$ cat config.mk
export PLATFORM = sky130hd
export DESIGN_NAME = imul_resp_acc_flat
export DESIGN_NICKNAME = d
export VERILOG_FILES = /design/src/rtl/imul_pkg.sv /design/src/rtl/imul_resp_acc_if.sv /design/src/rtl/imul_resp_acc_dpath.sv /design/src/rtl/imul_resp_acc.sv /design/src/flat_wrapper.sv
export SDC_FILE = /design/constraint.sdc
export NUM_CORES = 1
export LEC_CHECK = 0
export BUFFER_PORTS_ARGS = -buffer_cell sky130_fd_sc_hd__buf_2
export CAP_MARGIN = 5
export CORE_UTILIZATION = 37
export CTS_BUF_LIST = sky130_fd_sc_hd__clkbuf_16
export DETAILED_ROUTE_END_ITERATION = 16
export HOLD_SLACK_MARGIN = 0.03
export PLACE_DENSITY = 0.58
export SYNTH_ARGS = -nofsm -noshare
export SYNTH_HDL_FRONTEND = slang
export SYNTH_SLANG_ARGS = --single-unit
$ cat constraint.sdc
create_clock -name clk -period 3.3 [get_ports clk]
set_clock_uncertainty 0.15 [all_clocks]
set_input_delay 0.33 -clock clk [delete_from_list [all_inputs] [get_ports clk]]
set_output_delay 0.33 -clock clk [all_outputs]
set_load 0.01 [all_outputs]
$ cat src/rtl/imul_pkg.sv
// imul_pkg: shared state encoding and default widths for the multiplier response accumulator
package imul_pkg;
  localparam int P_NBITS     = 32;
  localparam int P_LEN_NBITS = 8;
  typedef enum logic [1:0] {
    IDLE = 2'd0,
    ACC  = 2'd1,
    DONE = 2'd2
  } state_e;
endpackage

$ cat src/rtl/imul_resp_acc_if.sv
// imul_resp_acc_if: command, product and sum val/rdy channels of the accumulator
interface imul_resp_acc_if #(
  parameter int p_nbits     = 32,
  parameter int p_len_nbits = 8
);
  logic                   cmd_val;
  logic                   cmd_rdy;
  logic [p_len_nbits-1:0] cmd_len;
  logic                   in_val;
  logic                   in_rdy;
  logic [p_nbits-1:0]     in_msg;
  logic                   out_val;
  logic                   out_rdy;
  logic [p_nbits-1:0]     out_msg;
  logic                   out_ovf;
  modport master (
    output cmd_val, cmd_len, in_val, in_msg, out_rdy,
    input  cmd_rdy, in_rdy, out_val, out_msg, out_ovf
  );
  modport slave (
    input  cmd_val, cmd_len, in_val, in_msg, out_rdy,
    output cmd_rdy, in_rdy, out_val, out_msg, out_ovf
  );
endinterface

$ cat src/rtl/imul_resp_acc_dpath.sv
// imul_resp_acc_dpath: running sum, sticky carry flag and remaining-product down-counter
module imul_resp_acc_dpath #(
  parameter int p_nbits     = 32,
  parameter int p_len_nbits = 8
) (
  input  logic                   clk,
  input  logic                   reset,
  input  logic                   load,
  input  logic                   add,
  input  logic [p_len_nbits-1:0] len,
  input  logic [p_nbits-1:0]     msg,
  output logic [p_nbits-1:0]     acc,
  output logic                   ovf,
  output logic                   remaining_is_one,
  output logic                   len_is_zero
);
  logic [p_len_nbits-1:0] remaining;
  logic [p_nbits:0]       sum;
  assign sum              = {1'b0, acc} + {1'b0, msg};
  assign remaining_is_one = remaining == p_len_nbits'(1);
  assign len_is_zero      = len == '0;
  always_ff @(posedge clk or negedge reset) begin
    if (!reset) begin
      acc       <= '0;
      ovf       <= 1'b0;
      remaining <= '0;
    end else if (load) begin
      acc       <= '0;
      ovf       <= 1'b0;
      remaining <= len;
    end else if (add) begin
      acc       <= sum[p_nbits-1:0];
      ovf       <= ovf | sum[p_nbits];
      remaining <= remaining - 1'b1;
    end
  end
endmodule

$ cat src/rtl/imul_resp_acc.sv
// imul_resp_acc: sums N multiplier responses per command and emits one sum with a sticky carry flag
module imul_resp_acc
  import imul_pkg::*;
#(
  parameter int p_nbits     = P_NBITS,
  parameter int p_len_nbits = P_LEN_NBITS
) (
  input logic             clk,
  input logic             reset,
  imul_resp_acc_if.slave  bus
);
  state_e state;
  logic   cmd_go, in_go, out_go, remaining_is_one, len_is_zero;
  // ready/valid depend on state alone, so no input val reaches an output rdy
  assign bus.cmd_rdy = state == IDLE;
  assign bus.in_rdy  = state == ACC;
  assign bus.out_val = state == DONE;
  assign cmd_go      = bus.cmd_val && bus.cmd_rdy;
  assign in_go       = bus.in_val && bus.in_rdy;
  assign out_go      = bus.out_val && bus.out_rdy;
  imul_resp_acc_dpath #(.p_nbits(p_nbits), .p_len_nbits(p_len_nbits)) dpath (
    .clk              (clk),
    .reset            (reset),
    .load             (cmd_go),
    .add              (in_go),
    .len              (bus.cmd_len),
    .msg              (bus.in_msg),
    .acc              (bus.out_msg),
    .ovf              (bus.out_ovf),
    .remaining_is_one (remaining_is_one),
    .len_is_zero      (len_is_zero)
  );
  always_ff @(posedge clk or negedge reset) begin
    if (!reset) state <= IDLE;
    else state <= cmd_go ? (len_is_zero ? DONE : ACC) :
                  (in_go && remaining_is_one) ? DONE :
                  out_go ? IDLE : state;
  end
endmodule
$ cat src/flat_wrapper.sv
// flat-port wrapper written by rule: the top's interface ports become plain ports
module imul_resp_acc_flat import imul_pkg::*;
#(
  parameter int p_nbits     = P_NBITS,
  parameter int p_len_nbits = P_LEN_NBITS
)
  (clk, reset, bus_cmd_val, bus_cmd_len, bus_in_val, bus_in_msg, bus_out_rdy, bus_cmd_rdy, bus_in_rdy, bus_out_val, bus_out_msg, bus_out_ovf);
  imul_resp_acc_if #(.p_nbits(p_nbits), .p_len_nbits(p_len_nbits)) bus_i ();
  input logic clk;
  input logic reset;
  input wire logic [$bits(bus_i.cmd_val)-1:0] bus_cmd_val;
  input wire logic [$bits(bus_i.cmd_len)-1:0] bus_cmd_len;
  input wire logic [$bits(bus_i.in_val)-1:0] bus_in_val;
  input wire logic [$bits(bus_i.in_msg)-1:0] bus_in_msg;
  input wire logic [$bits(bus_i.out_rdy)-1:0] bus_out_rdy;
  output wire logic [$bits(bus_i.cmd_rdy)-1:0] bus_cmd_rdy;
  output wire logic [$bits(bus_i.in_rdy)-1:0] bus_in_rdy;
  output wire logic [$bits(bus_i.out_val)-1:0] bus_out_val;
  output wire logic [$bits(bus_i.out_msg)-1:0] bus_out_msg;
  output wire logic [$bits(bus_i.out_ovf)-1:0] bus_out_ovf;
  assign bus_i.cmd_val = bus_cmd_val;
  assign bus_i.cmd_len = bus_cmd_len;
  assign bus_i.in_val = bus_in_val;
  assign bus_i.in_msg = bus_in_msg;
  assign bus_i.out_rdy = bus_out_rdy;
  assign bus_cmd_rdy = bus_i.cmd_rdy;
  assign bus_in_rdy = bus_i.in_rdy;
  assign bus_out_val = bus_i.out_val;
  assign bus_out_msg = bus_i.out_msg;
  assign bus_out_ovf = bus_i.out_ovf;
  imul_resp_acc #(.p_nbits(p_nbits), .p_len_nbits(p_len_nbits)) u_core (.clk(clk), .reset(reset), .bus(bus_i));
endmodule
Yosys cells after proc, flatten, opt, wreduce, memory -nomap -nowiden
Cells that the tools add are included.
{"block": "classes", "add_sub_neg": 2, "n_eq_ne": 3, "mux": 10, "n_bitwise": 1, "reduce_logical": 8}
{"cell": "2-to-1 mux 32 bit", "n": 2}
{"cell": "adder 32 x 32 -> 33 bit", "n": 1}
{"cell": "2-to-1 mux 8 bit", "n": 2}
{"cell": "== test 8 x 1 -> 1 bit (second input constant)", "n": 1}
{"cell": "zero test 8 bit", "n": 1}
{"cell": "2-to-1 mux 2 bit", "n": 4}
{"cell": "subtractor 8 x 1 -> 8 bit (second input constant)", "n": 1}
{"cell": "logical AND 1 bit", "n": 4}
{"cell": "nonzero test 3 bit", "n": 1}
{"cell": "== test 2 x 1 -> 1 bit (second input constant)", "n": 1}
{"cell": "== test 2 bit (second input constant)", "n": 1}
{"cell": "zero test 2 bit", "n": 1}
{"cell": "2-to-1 mux 1 bit", "n": 2}
{"cell": "nonzero test 2 bit", "n": 1}
{"cell": "bitwise OR 1 bit", "n": 1}
{"block": "word_totals", "ff_bits": 43, "input_bits": 45, "word_cells": 28}

Longest topological paths before layout
Gate-level depths: netlist of the first run.
{"block": "depth", "ltp_word": 5, "mapped_depth": 10}

Modules after synthesis
Synthesis of the first run repeated with hierarchy kept, for this count alone.
{"block": "hier_totals", "hier_cells": 438, "hier_area_um2": 3748.6}
{"mod": "imul_resp_acc_dpath", "n_inst": 1, "cells_each": 424, "area_each_um2": 3606.0, "seq_area_each_um2": 1026.0}
{"mod": "imul_resp_acc", "n_inst": 1, "cells_each": 14, "area_each_um2": 142.6, "seq_area_each_um2": 50.0}

Worst setup path after synthesis of the first run
No wires, ideal clock.
{"block": "synth_path", "kind": "register to register", "start": "register u_core.dpath.acc[0]", "end": "register u_core.dpath.ovf", "setup_time_ns": 0.122, "t_arrival_ns": 2.687, "slack_ns": 0.341, "stages_incl_launch_ff": 11, "path_cell_list": "dfrtp_1 -> ha_1 -> fa_1 -> a211oi_1 -> o21ai_0 -> nand4bb_1 -> a22oi_2 -> a41o_4 -> a311oi_4 -> o311ai_1 -> a32o_1"}
{"block": "synth_between", "elab_chain_len": 4}
{"element": "start, declared", "line_no": "imul_resp_acc_dpath.sv:12", "source": "output logic [p_nbits-1:0] acc,"}
{"element": "start signal, assigned", "line_no": "imul_resp_acc_dpath.sv:32", "source": "acc <= sum[p_nbits-1:0];"}
{"element": "adder 32 x 32 -> 33 bit", "line_no": "imul_resp_acc_dpath.sv:19", "source": "assign sum = {1'b0, acc} + {1'b0, msg};"}
{"element": "bitwise OR 1 bit", "line_no": "imul_resp_acc_dpath.sv:33", "source": "ovf <= ovf | sum[p_nbits];"}
{"element": "2-to-1 mux 1 bit", "line_no": "imul_resp_acc_dpath.sv:31", "source": "end else if (add) begin"}
{"element": "2-to-1 mux 1 bit", "line_no": "imul_resp_acc_dpath.sv:27", "source": "end else if (load) begin"}
{"element": "end signal, assigned", "line_no": "imul_resp_acc_dpath.sv:33"}
{"element": "end, declared", "line_no": "imul_resp_acc_dpath.sv:13", "source": "output logic ovf,"}
Every way passes these cells. The select of a mux whose other input is x is not followed.
A chain may end at the register's enable or synchronous reset.

Worst setup path after layout of the first run
Ends and elaborated chain as after synthesis.

==> results of run 1 <==
synth_stat cells, types with 3 or more instances:
library cell / count
nand3_1: 8
o21ai_0: 31
dfrtp_1: 43
xor2_1: 10
nor2b_1: 9
nor4_1: 4
nor2_1: 24
o21ai_1: 17
nand2_1: 49
xnor2_1: 12
a21o_1: 18
ha_1: 34
o21a_1: 3
a22o_1: 3
nand4_1: 9
nor3_1: 6
o21bai_1: 6
and2_1: 5
nand2b_1: 4
inv_1: 8
clkbuf_1: 16
a211oi_1: 7
a21oi_1: 27
a211o_1: 4
what timing repair did:
action | CTS | global route
gates resized for setup | 0 | 1
endpoints found under the setup margin | 0 | 2
hold endpoints to repair | 0 | 0
routing by layer:
| metal | track usage (%) | wire (µm) | up-vias |
|---|---|---|---|
| met1 | 28.5 | 4720 | 1604 |
| li1 | - | - | 1673 |
| met4 | 5.32 | 89 | 0 |
| met2 | 30.4 | 4070 | 82 |
| met5 | 0 | 0 | - |
| met3 | 2.53 | 356 | 8 |
sequential cells by signal, indices dropped and copies added (netlist names):
name,count
u_core.dpath.remaining,8
u_core.state,2
u_core.dpath.ovf,1
u_core.dpath.acc,32
layout make-up:
type	instances	area [µm²]	area share, %
clock inverter	3	11.3	0.272
tap	111	139	3.35
timing repair buffer	86	445	10.8
clock buffer	5	125	3.02
multi-input combinational	338	2320	55.9
sequential	43	1080	26.0
inverter	8	30.0	0.725
per-stage QoR:
step / instance area, µm² / total power (µW) / utilization, % / hold WS (ps)
after global placement: 4000 / 3500 / 43.5 / 337
after CTS: 4140 / 4040 / 45.0 / 117
after floorplan: 3490 / 2840 / - / -116
after detailed placement: 4000 / 3540 / 43.5 / 342
final: 4140 / 4030 / 45.0 / 63.8
after global routing: 4140 / 4410 / 45.0 / 146
worst max path at each step:
stage	start	to	slack (ps)	depth (start not counted)
2_1_floorplan	u_core.dpath.acc[0]	u_core.dpath.ovf	340	10
3_3_place_gp	bus_in_msg[0]	u_core.dpath.ovf	140	11
3_5_place_dp	bus_in_msg[0]	u_core.dpath.ovf	120	11
4_1_cts	u_core.dpath.acc[0]	u_core.dpath.ovf	120	10
5_1_grt	u_core.dpath.acc[0]	u_core.dpath.ovf	50	10
6_report	u_core.dpath.acc[0]	u_core.dpath.ovf	180	10
worst max-delay path, cell delays in order (launching register included):
cell       delay, ps
dfrtp_1          390
ha_1             240
fa_1             450
a211oi_2         290
o21ai_0          140
nand4bb_1        160
a22oi_2          120
a41o_4           310
a311oi_4         360
o311ai_1         130
a32o_1           270
power breakdown:
group          total (µW)  leakage (µW)  internal (µW)  switching, µW
logic                2550       0.00140           1090           1460
clock network         486     0.0000701            273            213
registers             992      0.000537            777            215
kinds of logic after synthesis:
| kind of cell | synth area share, % |
|---|---|
| DFF | 30.8 |
| and+or+nand+nor | 17.5 |
| buffers and inverters | 3.01 |
| xor gates and xnor gates | 5.52 |
| AOI/OAI and AO/OA | 30.4 |
| adders and majority gates | 12.8 |
==> metrics, run 1 <==
area grow syn2layout=18.7%; initial antenna violation count=0; fin cells=594; I/O pins=between 80 and 90; Leakage Power=0.00201 µW; post-CTS setup buffer count=0; Starting Density=37.9%; fraction of registers with async set/reset=100%; first-pass GRT wire length=about 16000 µm; Die X-Extent=a little under 100 µm; number of hold buffers added after cts=0; Yosys warnings=0; layout cell share with drive strength beyond 1=about a fifth; worst path arrival time=between 3000 and 4000 ps; Die H=around 99 µm; r2r startpoint=u_core.dpath.acc[0]; CP Capture Type=register; # diodes=0; Core Area=about 9200 µm²; PD cells=973 nW/µm²; Worst EP required=3330 ps; Final #Nets=~560; Worst R2R Path Depth=10; Worst Max-Slew Pin Slew=slightly above 1000 ps; ranking of synthesized cells by area=dfrtp_1, ha_1, nand2_1, o21ai_0, a21o_1; syn avg cell area=about 8.6 µm²; number of enable flip-flop cells after synthesis=0; CP Launch Type=register; Clock Tree Buf Depth=2; routed wire length=approximately 9200 µm; vias in the first global route=3238; DRC viols=0; Die Footprint=9820 µm²; Wirelength per Cell=roughly 16 µm; Clock Pin Slew Worst Setup and Hold Paths=around 70 ps; max cap viols=0; final setup TNS=0 ps; final worst setup slack=approximately 180 ps; hpwl dp=just under 7000 µm; Top FF cell, synth=dfrtp_1; total track usage=between 10% and 20%; Slew Viols, Final=0; post-synthesis cell count=between 400 and 500; Routed Antenna Nets=0; Max rail drop VDD=about 0.32 mV; post-synthesis net count=487; largest fanout on the critical path=4; slew margin rel.=about 32%; H-tree depth=2; # setup viols final=0; GPL Wtd Cong=0.879; Sink Count=43; DR iter-0 viols=~130; r2r setup slk=180 ps; CTS root buffer=clkbuf_16; pre-CTS setup slack=123 ps; RR Endpoint=u_core.dpath.ovf; Synth Cell Area=approximately 3500 µm²; FF+latch count, synth=43; most frequent cells in the layout=buf_2, nand2_1, dfrtp_1, ha_1, o21ai_0; sequential area share after synthesis=around 31%; placed cells=586; Final min period=3120 ps; status=finished clean; Yosys top cell area share=a little under a third; # fillers=about 950; achievable frequency=between 300 and 400 MHz; IO Port Bufs=80; RSZ-0062 raised after global routing=false; Pre-antenna DRT Iters=4; CTS buffer count=5; Vias=~3400; Worst-Skew Late Latency=about 290 ps; WS Path Type=register to register; hold crit path type=input port to asynchronous set/reset pin; synth unique cells=62; vias per inst=around 5.7; CTS tree=done; most common cell after layout, fill and taps aside=buf_2; cell taking the most area after synthesis=dfrtp_1; final critical-path share of the clock period=between 90% and 100%; grt ovf=0; pin count of the biggest net entering global routing=44; row cnt=35; Fin. Hold Viols=0
No activity file was read; power rests on OpenSTA's default activity.
==> run 2: changes to the inputs <==
--- a/config.mk
+++ b/config.mk
@@ -7,6 +7,7 @@
 export LEC_CHECK = 0
 export BUFFER_PORTS_ARGS = -buffer_cell sky130_fd_sc_hd__buf_2
 export CAP_MARGIN = 5
+export CORE_MARGIN = 8
 export CORE_UTILIZATION = 37
 export CTS_BUF_LIST = sky130_fd_sc_hd__clkbuf_16
 export DETAILED_ROUTE_END_ITERATION = 16
==> run 2 against run 1 <==
Worst hold slack improved by 14 ps. Largest power group unchanged. Clock power fell by 0.8%. Global-route usage fell by 4.1 points. First-iteration DRC count rose by 19%. Sequential cell count did not move. Highest routed layer unchanged.
==> metrics, run 2 (synthesized netlist as in run 1, its figures left out) <==
fin cells=592; biggest regs=u_core.dpath.acc (32), u_core.dpath.remaining (8), u_core.state (2); WS Path Type=register to register; slowest stage delay, CP=~430 ps; final critical-path share of the clock period=96.3%; number of hold buffers added after cts=0; internal cell power=2140 µW; PD cells=973 nW/µm²; IO Port Bufs=80; H-tree depth=2; Core Area=9200 µm²; total track usage=15.4%; Die H=about 110 µm; Worst Max-Slew Pin Slew=between 1000 and 1500 ps; Leakage Power=0.00200 µW; Starting Density=between 30% and 40%; # setup viols final=0; most common cell after layout, fill and taps aside=buf_2; pre-CTS setup slack=approximately 120 ps; Die X-Extent=roughly 110 µm; status=finished clean; crit path max-delay cell type=fa_1; CP Capture Type=register; CP cell instances=ha_1 > fa_1 > a211oi_1 > o21ai_0 > nand4bb_1 > a22oi_2 > a41o_4 > a311oi_4 > o311ai_1 > a32o_1; CTS buffer count=5; final setup TNS=0 ps; CP Launch Type=register; RSZ-0062 raised after global routing=false; Comb pwr share=around 63%; slew margin rel.=around 30%; post-CTS setup buffer count=0; initial antenna violation count=0; Sink Count=43; achievable frequency=about 310 MHz; Clock Tree Buf Depth=2; grt ovf=0; worst path arrival time=~3200 ps; CTS resizes=0; sw power=1880 µW; final worst setup slack=roughly 120 ps; largest fanout on the critical path=4; CTS root buffer=clkbuf_16; power share of the clock group=between 10% and 20%; CTS tree=done; # diodes=0; vias in the first global route=around 3500; layout cell share with drive strength beyond 1=roughly a fifth; hpwl dp=between 7000 and 8000 µm; Worst-Skew Late Latency=~290 ps; row cnt=35; Max rail drop VDD=about 0.4 mV; I/O pins=between 80 and 90; Vias=~3300; routed wire length=9690 µm; Final #Nets=562; vias per inst=around 5.6; first-pass GRT wire length=16500 µm; Routed Antenna Nets=0; Slew Viols, Final=0; Clock Pin Slew Worst Setup and Hold Paths=~70 ps; worst hold slack=~78 ps; DRC viols=0; max cap viols=0; Largest Register=u_core.dpath.acc; Reg power frac=between 20% and 30%; Final min period=3180 ps; Wirelength per Cell=16.4 µm; max FFs per register=32; Pre-antenna DRT Iters=4; GPL Wtd Cong=roughly 0.84; # fillers=940; hold crit path type=input port to asynchronous set/reset pin; area grow syn2layout=18.4%; placed cells=a little under 600; Worst EP required=approximately 3300 ps; Switching Fraction=approximately 47%; Die Footprint=roughly 13000 µm²; Fin. Hold Viols=0; DR iter-0 viols=roughly 160; most frequent cells in the layout=buf_2, nand2_1, dfrtp_1, ha_1, o21ai_0; pin count of the biggest net entering global routing=44
[run 2: cell types whose count changed in the layout (fill, tap and decap cells not counted)]
cell / change
clkinv_1: -2
a211oi_1: +1
a211oi_2: -1
[run 2: critical path, delay by kind of cell, from the launching register on]
kind	cells	cell delay [ps]
AOI/OAI and AO/OA	7	1680
adders and majority gates	2	670
DFF	1	400
and+or+nand+nor	1	160
[run 2: path summary, 6_finish.rpt]
| path | start | to | slack, ps | cells after the start |
|---|---|---|---|---|
| setup reg to reg | u_core.dpath.acc[0] | u_core.dpath.ovf | 120 | 10 |
| setup / recovery | u_core.dpath.acc[0] | u_core.dpath.ovf | 120 | 10 |
| max in group asynchronous | reset | u_core.dpath.acc[3] | 2270 | 1 |
| hold reg to reg | u_core.dpath.remaining[7] | u_core.dpath.remaining[7] | 350 | 2 |
| min in group clk | bus_cmd_len[6] | u_core.dpath.remaining[6] | 140 | 3 |
| hold / removal | reset | u_core.dpath.acc[1] | 80 | 1 |
[run 2: area by class of cell]
type	instances	area, µm²	share of cell area [%]
sequential	43	1080	26.1
clock buffer	5	125	3.03
clock inverter	1	3.75	0.0909
timing repair buffer	86	445	10.8
inverter	8	30.0	0.727
tap	111	139	3.36
multi-input combinational	338	2310	56.0
[run 2: routing by layer]
metal	GRT usage, %	up-vias	wire (µm)
met4	5.33	0	112
met3	2.82	8	401
met2	24.2	71	4410
met1	20.7	1572	4770
li1	-	1662	-
met5	0	-	0
[run 2: power groups by stage]
stage	Combinational (µW)	Clock, µW	Sequential [µW]
floorplan	1790	0	1050
CTS	2560	498	993
finish	2550	482	990
global placement	2530	0	990
detailed placement	2550	0	1000
global route	2860	518	1040
[run 2: through the flow]
step	cell area [µm²]	util, %	total power, µW
after floorplan	3490	-	2840
after global placement	4000	43.5	3520
after detailed placement	4000	43.5	3550
after CTS	4130	44.9	4050
after global routing	4130	44.9	4420
final	4130	44.9	4020
